## src/rtl/seq_divider_if.sv

```systemverilog
// Request/result bundle for the shared sequential divider.
// The master drives operands and START; the slave returns the registered result and status.
interface seq_divider_if #(
  parameter int WIDTH = 8
);
  logic             START;
  logic             SGN;
  logic [WIDTH-1:0] A;
  logic [WIDTH-1:0] B;
  logic [WIDTH-1:0] Q;
  logic [WIDTH-1:0] R;
  logic             BUSY;
  logic             DONE;
  logic             DZ;
  logic             OVF;

  modport master (
    output START, SGN, A, B,
    input  Q, R, BUSY, DONE, DZ, OVF
  );

  modport slave (
    input  START, SGN, A, B,
    output Q, R, BUSY, DONE, DZ, OVF
  );
endinterface

```

## src/rtl/seq_divider.sv

```systemverilog
// Multi-cycle restoring divider: one quotient bit per clock, signed/unsigned per operation.
// Magnitudes are divided unsigned, then a FIX cycle restores signs and flags overflow.
module seq_divider #(
  parameter int WIDTH = 8
) (
  input  logic         CLK,
  input  logic         RST_N,
  seq_divider_if.slave bus
);

  localparam int CW = $clog2(WIDTH);
  localparam logic [WIDTH-1:0] ONE_W = WIDTH'(1);

  typedef enum logic [1:0] {
    IDLE,
    ITER,
    FIX
  } state_t;

  state_t           state_q, state_d;
  logic             sgn_q, sgn_d;
  logic             a_neg_q, a_neg_d;
  logic             b_neg_q, b_neg_d;
  logic [WIDTH-1:0] dvd_q, dvd_d;   // dividend magnitude, shifts into quotient
  logic [WIDTH-1:0] dvs_q, dvs_d;   // divisor magnitude
  logic [WIDTH-1:0] p_q, p_d;       // partial remainder
  logic [CW-1:0]    cnt_q, cnt_d;
  logic [WIDTH-1:0] q_q, q_d;
  logic [WIDTH-1:0] r_q, r_d;
  logic             busy_q, busy_d;
  logic             done_q, done_d;
  logic             dz_q, dz_d;
  logic             ovf_q, ovf_d;

  logic [WIDTH:0]   p_sh;
  logic [WIDTH-1:0] t_diff;
  logic             carry;
  logic             no_borrow;

  function automatic logic [WIDTH-1:0] neg(input logic [WIDTH-1:0] x);
    return ~x + ONE_W;
  endfunction

  always_comb begin
    // NOTE: every variable gets a default before the case so no path leaves it unassigned (no latch).
    state_d = state_q;
    sgn_d   = sgn_q;
    a_neg_d = a_neg_q;
    b_neg_d = b_neg_q;
    dvd_d   = dvd_q;
    dvs_d   = dvs_q;
    p_d     = p_q;
    cnt_d   = cnt_q;
    q_d     = q_q;
    r_d     = r_q;
    busy_d  = busy_q;
    done_d  = 1'b0;
    dz_d    = dz_q;
    ovf_d   = ovf_q;

    // P can exceed WIDTH bits after the shift, so its top bit also counts as "no borrow".
    p_sh             = {p_q, dvd_q[WIDTH-1]};
    {carry, t_diff}  = {1'b0, p_sh[WIDTH-1:0]} + {1'b0, ~dvs_q} + {{WIDTH{1'b0}}, 1'b1};
    no_borrow        = p_sh[WIDTH] | carry;

    unique case (state_q)
      IDLE: begin
        if (bus.START) begin
          sgn_d = bus.SGN;
          dz_d  = 1'b0;
          ovf_d = 1'b0;
          if (bus.B == '0) begin
            q_d    = '1;
            r_d    = bus.A;
            dz_d   = 1'b1;
            done_d = 1'b1;
          end else begin
            a_neg_d = bus.SGN & bus.A[WIDTH-1];
            b_neg_d = bus.SGN & bus.B[WIDTH-1];
            dvd_d   = a_neg_d ? neg(bus.A) : bus.A;
            dvs_d   = b_neg_d ? neg(bus.B) : bus.B;
            p_d     = '0;
            cnt_d   = '0;
            busy_d  = 1'b1;
            state_d = ITER;
          end
        end
      end

      ITER: begin
        p_d   = no_borrow ? t_diff : p_sh[WIDTH-1:0];
        dvd_d = {dvd_q[WIDTH-2:0], no_borrow};
        cnt_d = cnt_q + CW'(1);
        if (cnt_q == CW'(WIDTH - 1)) begin
          state_d = FIX;
        end
      end

      FIX: begin
        // Only -min / -1 yields a magnitude that cannot be represented with positive sign.
        q_d     = (sgn_q & (a_neg_q ^ b_neg_q)) ? neg(dvd_q) : dvd_q;
        r_d     = (sgn_q & a_neg_q) ? neg(p_q) : p_q;
        ovf_d   = sgn_q & a_neg_q & b_neg_q & dvd_q[WIDTH-1];
        done_d  = 1'b1;
        busy_d  = 1'b0;
        state_d = IDLE;
      end

      default: state_d = IDLE;
    endcase
  end

  // NOTE: state registers use non-blocking assignments so all flops update from pre-edge values.
  always_ff @(posedge CLK or negedge RST_N) begin
    if (!RST_N) begin
      state_q <= IDLE;
      sgn_q   <= 1'b0;
      a_neg_q <= 1'b0;
      b_neg_q <= 1'b0;
      dvd_q   <= '0;
      dvs_q   <= '0;
      p_q     <= '0;
      cnt_q   <= '0;
      q_q     <= '0;
      r_q     <= '0;
      busy_q  <= 1'b0;
      done_q  <= 1'b0;
      dz_q    <= 1'b0;
      ovf_q   <= 1'b0;
    end else begin
      state_q <= state_d;
      sgn_q   <= sgn_d;
      a_neg_q <= a_neg_d;
      b_neg_q <= b_neg_d;
      dvd_q   <= dvd_d;
      dvs_q   <= dvs_d;
      p_q     <= p_d;
      cnt_q   <= cnt_d;
      q_q     <= q_d;
      r_q     <= r_d;
      busy_q  <= busy_d;
      done_q  <= done_d;
      dz_q    <= dz_d;
      ovf_q   <= ovf_d;
    end
  end

  assign bus.Q    = q_q;
  assign bus.R    = r_q;
  assign bus.BUSY = busy_q;
  assign bus.DONE = done_q;
  assign bus.DZ   = dz_q;
  assign bus.OVF  = ovf_q;

endmodule
```

## src/flat_wrapper.sv

```systemverilog
// flat-port wrapper written by rule: the top's interface ports become plain ports
module seq_divider_flat 
#(
  parameter int WIDTH = 8
)
  (CLK, RST_N, bus_START, bus_SGN, bus_A, bus_B, bus_Q, bus_R, bus_BUSY, bus_DONE, bus_DZ, bus_OVF);
  seq_divider_if #(.WIDTH(WIDTH)) bus_i ();
  input  logic CLK;
  input  logic RST_N;
  input wire logic [$bits(bus_i.START)-1:0] bus_START;
  input wire logic [$bits(bus_i.SGN)-1:0] bus_SGN;
  input wire logic [$bits(bus_i.A)-1:0] bus_A;
  input wire logic [$bits(bus_i.B)-1:0] bus_B;
  output wire logic [$bits(bus_i.Q)-1:0] bus_Q;
  output wire logic [$bits(bus_i.R)-1:0] bus_R;
  output wire logic [$bits(bus_i.BUSY)-1:0] bus_BUSY;
  output wire logic [$bits(bus_i.DONE)-1:0] bus_DONE;
  output wire logic [$bits(bus_i.DZ)-1:0] bus_DZ;
  output wire logic [$bits(bus_i.OVF)-1:0] bus_OVF;
  assign bus_i.START = bus_START;
  assign bus_i.SGN = bus_SGN;
  assign bus_i.A = bus_A;
  assign bus_i.B = bus_B;
  assign bus_Q = bus_i.Q;
  assign bus_R = bus_i.R;
  assign bus_BUSY = bus_i.BUSY;
  assign bus_DONE = bus_i.DONE;
  assign bus_DZ = bus_i.DZ;
  assign bus_OVF = bus_i.OVF;
  seq_divider #(.WIDTH(WIDTH)) u_core (.CLK(CLK), .RST_N(RST_N), .bus(bus_i));
endmodule
```

## config.mk

```make
export PLATFORM = sky130hd
export DESIGN_NAME = seq_divider_flat
export DESIGN_NICKNAME = d
export VERILOG_FILES = /design/src/rtl/seq_divider_if.sv /design/src/rtl/seq_divider.sv /design/src/flat_wrapper.sv
export SDC_FILE = /design/constraint.sdc
export NUM_CORES = 1
export LEC_CHECK = 0
export BUFFER_PORTS_ARGS = -buffer_cell sky130_fd_sc_hd__buf_2
export CAP_MARGIN = 5
export CORE_UTILIZATION = 58
export DETAILED_ROUTE_END_ITERATION = 12
export PLACE_DENSITY_LB_ADDON = 0.25
export SYNTH_ARGS = -nofsm -noshare
export SYNTH_HDL_FRONTEND = slang
export SYNTH_SLANG_ARGS = --single-unit
```

## constraint.sdc

```tcl
create_clock -name CLK -period 2.9 [get_ports CLK]
set_input_delay 0.435 -clock CLK [delete_from_list [all_inputs] [get_ports CLK]]
set_output_delay 0.435 -clock CLK [all_outputs]
set_load 0.03 [all_outputs]
```

### After elaboration in Yosys (flattened, before gate mapping)

Index checks and enable logic that the tools add are counted.

* eq/ne operators: 7
* reduce and logical (&&, ||, !) cells: 11
* multiplexer cells: 32
* bitwise logic cells: 14
* add/subtract/negate cells: 7

Operators by type and width (count)
* 2-to-1 mux 8 bit: 13
* one-hot mux 8 bit (2 select lines): 4
* inverter 8 bit: 5
* adder 8 x 1 -> 8 bit (second input constant): 4
* AND reduction 3 bit: 5
* adder 8 x 8 -> 9 bit: 1
* adder 9 x 1 -> 9 bit (second input constant): 1
* logical NOT 8 bit: 1
* AND 1 bit: 6
* 2-to-1 mux 2 bit: 3
* 2-to-1 mux 3 bit: 2
* one-hot mux 1 bit (2 select lines): 3
* one-hot mux 3 bit (2 select lines): 1
* 2-to-1 mux 1 bit: 5
* != test 2 x 1 -> 1 bit (second input constant): 2
* != test 2 bit (second input constant): 2
* one-hot mux 2 bit (2 select lines): 1
* AND reduction 2 bit: 2
* nonzero test 2 bit: 2
* adder 3 x 1 -> 3 bit (second input constant): 1
* == test 3 bit (second input constant): 1
* == test 2 x 1 -> 1 bit (second input constant): 1
* == test 2 bit (second input constant): 1
* logical NOT 2 bit: 1
* 3 further kinds: 3

* flip-flop bits (word level): 52
* word-level logic and storage cells: 85
* bits of input ports: 20
* output and inout port bits: 20

### Longest topological paths before layout

* word-level depth: 6
* depth in mapped cells: 9
* gate-level depth less buffers: 8

### Least setup slack after synthesis

Ideal clock, no wire load.

* kind: reg2reg
* from: register u_core.dvd_q[7]
* to: register u_core.p_q[3]
* setup slack: 662 ps
* buffers on the path: 1
* period minus slack after synthesis: 2238 ps
* required time: 2768 ps
* library setup time: 132 ps
* arrival: 2107 ps
* stages on the path, launching flop included: 10
* path through: dfrtp_1 > inv_1 > ha_1 > fa_1 > nand2b_1 > a2111oi_2 > nor2_1 > buf_2 > a32oi_1 > o31ai_1

* cells in the longest elaborated chain, start to end: 5

Ends and longest elaborated chain
* start, declared: line seq_divider.sv:24 `logic [WIDTH-1:0] dvd_q, dvd_d;`
* start signal, assigned: line seq_divider.sv:135 `dvd_q <= dvd_d;`
* adder 8 x 8 -> 9 bit *: line seq_divider.sv:63 `{carry, t_diff} = {1'b0, p_sh[WIDTH-1:0]} + {1'b0, ~dvs_q} + {{WIDTH{1'b0}}, 1'b1};`
* adder 9 x 1 -> 9 bit *: line seq_divider.sv:63
* OR 1 bit: line seq_divider.sv:64 `no_borrow = p_sh[WIDTH] | carry;`
* 2-to-1 mux 8 bit *: line seq_divider.sv:91 `p_d = no_borrow ? t_diff : p_sh[WIDTH-1:0];`
* one-hot mux 8 bit (2 select lines) *: line seq_divider.sv:66 `unique case (state_q)`
* end signal, assigned: line seq_divider.sv:137 `p_q <= p_d;`
* end, declared: line seq_divider.sv:26 `logic [WIDTH-1:0] p_q, p_d;`

Mark *: on every way between the ends. The rest lies on a longest branch, timed or not.
A chain may end at the register's enable or synchronous reset.

### Worst setup path in the final report

* from: register u_core.dvd_q[7]
* to: register u_core.p_q[4]

The elaborated chain is that of the path after synthesis.

==> results.md <==
* Status: finished clean
* Starting DRC count in detailed routing at roughly 180
* Clock root buffer master: sky130_fd_sc_hd__clkbuf_8
* Setup slack of the most critical reg-to-reg path at around 0.38 ns
* Clock network power share at 12.9%
* Number of flops mapped to enable cells by yosys at 0
* Internal power at 2170 uW
* Maximum clock rate at 397 MHz
* Most common library cell in the layout ignoring fill and taps: sky130_fd_sc_hd__dfrtp_1
* Effective utilization at floorplan at 60.6%
* Overall routing resource usage at 26.8%
* Final Max Slew Viols at 0
* Deepest clock path buffer count at 2
* Initial antenna violation count at 0
* Switching component of the power at 1850 uW
* Average wire length per cell after detail routing at 14.8 um
* Clk pin slew, worst setup/hold paths at 0.10 ns
* Net count of the mapped netlist at around 380
* Final std cell area, no fill at 0.00349 mm2
* Mapped Cells at 347
* Slew at the pin with the worst max-slew slack at about 0.76 ns
* H-tree level count at 2
* Number of max-capacitance violations reported at 0
* Worst slew margin relative to its limit at between 40% and 50%
* Fin nets at 424
* Number of buffers created by CTS at 5
* Final wirelength at just under 7000 um
* Horizontal die dimension at 75.1 um
* Worst min-delay path class: input pin to asynchronous set/reset pin
* Part of the total power dissipated in sequential elements at around a third
* Overall Power at between 4000 and 5000 uW
* Routed vias at around 2600
* Share of power burned in combinational logic at between 50% and 60%
* Summed instance area of the synthesized netlist at approximately 0.0031 mm2
* Final worst-path cycle share at between 80 and 90%
* Switching Fraction at around 46%
* Total of hold buffers inserted after clock tree synthesis at 0
* Final Hold Fails at 0
* FFs w/ async S/R, synth at between 90% and 100%
* Critical path peak fanout at 12
* Final core occ at between 60% and 70%
* Sequential element share of the synthesized area at 42.0%
* Vias per std cell at between 5 and 6
* Register cell area after layout at 0.00130 mm2
* Classification of the worst setup path: flop to flop
* Total DRC errors in the routed layout at 0
* Mapped Avg Cell Area at roughly 8.9 um2
* Total area of multi-input combinational cells at around 0.0017 mm2
* Sink Count at 52
* Power density over the cells at roughly 1200 mW/mm2
* Number of nets with antenna violations after routing at 0
* Setup Buffers After CTS at 0
* Cell area reported after detailed placement at 0.00338 mm2
* Crit. End Element: flop
* Count of instances resized after the clock tree is built at 0
* Distinct cell type count after synthesis at 43
* Fill cell instance count of the final layout at 426
* Pin count of the biggest net entering global routing at 38
* Clock skew after layout at about 0.0079 ns
* Setup repair after global routing missed its margin: no
* Post-DP HPWL at approximately 5000 um
* RD Place Congestion at around 0.84
* Syn-to-layout area delta at 12.8%
* Leakage power figure at around 0.0016 uW
* Worst endpoint data arrival time at about 2.7 ns
* Post-route setup TNS at 0 ns
* Clock tree from TritonCTS: built
* Port Buffers at 39
* Clk Latency, worst-skew pair at around 0.31 ns
* Total I/O pin count at 40
* Antenna fix cells at 0
* Length of the first detailed-routing pass in iterations at 4
* Area of the die at 0.00563 mm2
* Largest area contributor in the synthesized netlist: sky130_fd_sc_hd__dfrtp_1
* Core area at a little over 0.005 mm2
* Shortest clock period the worst path allows after layout at around 2.5 ns
* Global-route wire length before repair at 11200 um
* Proportion of layout cells with a drive suffix above 1 at between 10% and 20%
* Synthesis-stage register bit count at 52
* Most used flip-flop cell after synthesis: sky130_fd_sc_hd__dfrtp_1
* Number of global-route vias before repair at roughly 2400
* Critical path required time at 3.07 ns
* Final setup violating endpoints at 0
* Chain of cells forming the critical path: inv_1 -> ha_1 -> fa_1 -> nand2b_1 -> a2111oi_2 -> nor2_1 -> a32oi_1 -> o31ai_1
* Critical path startpoint category: flop
* Vertical die dimension at ~75 um
* Aggregate global routing overflow at 0
* Share of the synthesized area in the top cell type at 42.0%
* Ys Warns at 0
* Top library cells by usage in the layout, fill and taps aside: sky130_fd_sc_hd__dfrtp_1 (52), sky130_fd_sc_hd__nand2_1 (42), sky130_fd_sc_hd__buf_2 (39)
* Worst IR Drop VDD at between 0.0005 and 0.0006 V
* Delay contributed by the slowest stage of the critical path at approximately 0.43 ns
* Max stage delay cell, worst path: sky130_fd_sc_hd__a2111oi_2
* Biggest area contributors in the synthesized netlist: sky130_fd_sc_hd__dfrtp_1 (42%), sky130_fd_sc_hd__ha_1 (5.7%), sky130_fd_sc_hd__nand2_1 (5.1%), sky130_fd_sc_hd__a21oi_1 (4.7%), sky130_fd_sc_hd__o21ai_1 (4.7%)
* Number of placement rows at 26
## logic make-up after synthesis
kind of cell,after synthesis,share of synthesized area (%)
xor+xnor,27,7.64
compound gates,97,19.4
fa+ha+maj,15,6.31
mux,9,2.95
simple gates,115,17.3
buf+inv,32,4.32
flops,52,42.0
## flip-flops by register name (all words and copies together), names as in the netlist, 2 cells and up
register        flops
u_core.bus.R        8
u_core.cnt_q        3
u_core.dvs_q        8
u_core.p_q          8
u_core.state_q      2
u_core.bus.Q        8
u_core.dvd_q        8
## cell usage after synthesis (all sizes together), types with 3 or more instances
cell	n
o31ai	4
dfrtp	52
xnor2	12
clkbuf	5
nor2b	6
a21oi	29
ha	14
xor2	15
o21ai	37
a31oi	5
a32oi	6
nand3	7
nand2b	3
a211oi	6
and2	3
buf	7
mux2i	8
nand2	42
nor2	33
or3	3
nor3	11
inv	20
## critical path, delay by kind of cell (launching register included)
kind | cells | cell delay, ns
AO/OA/AOI/OAI | 3 | 0.78
adder cells (fa/ha/maj) | 2 | 0.62
flip-flops | 1 | 0.40
buffers and inverters | 1 | 0.09
AND/OR/NAND/NOR | 2 | 0.50
## through the flow
stage | hold WS, ns | worst slack [ns] | instances
final | 0.0195 | 0.379 | 460
after detailed placement | 0.371 | 0.479 | 452
after global routing | 0.0373 | 0.174 | 460
after floorplan | 0.139 | 0.662 | 347
after global placement | 0.367 | 0.566 | 452
after CTS | 0.0262 | 0.403 | 460
## area by class of cell
cell class | instances | area share, %
Multi-Input combinational cell | 263 | 47.6
Tap cell | 70 | 2.51
Sequential cell | 52 | 37.3
Clock buffer | 6 | 2.08
Clock inverter | 2 | 1.11
Timing Repair Buffer | 47 | 7.31
Inverter | 20 | 2.15
## power by group through the flow
stage	clock (uW)	combinational [uW]	sequential (uW)
2_1_floorplan	0	1460	1510
3_3_place_gp	0	2080	1340
3_5_place_dp	0	2140	1350
4_1_cts	522	2160	1340
5_1_grt	550	2400	1390
6_report	516	2160	1340
## routing by layer
layer	vias to the layer above	wire, um	GRT usage, %
met5	-	0	0
met4	0	152	11.3
met3	13	312	4.95
met2	68	3260	45.5
met1	1236	3080	33.4
li1	1300	-	-
## final timing paths
check,from,endpoint,cells past startpoint
setup / recovery,u_core.dvd_q[7]$_DFFE_PN0P_,u_core.p_q[4]$_DFFE_PN0P_,8
hold / removal,RST_N,u_core.p_q[1]$_DFFE_PN0P_,1
setup reg to reg,u_core.dvd_q[7]$_DFFE_PN0P_,u_core.p_q[4]$_DFFE_PN0P_,8
hold reg to reg,u_core.bus.BUSY$_DFFE_PN0P_,u_core.bus.BUSY$_DFFE_PN0P_,2
max in group asynchronous,RST_N,u_core.dvs_q[4]$_DFFE_PN0P_,2
min in group CLK,bus_B[7],u_core.dvs_q[7]$_DFFE_PN0P_,3
Note: power is estimated with default switching activity, not from simulation.
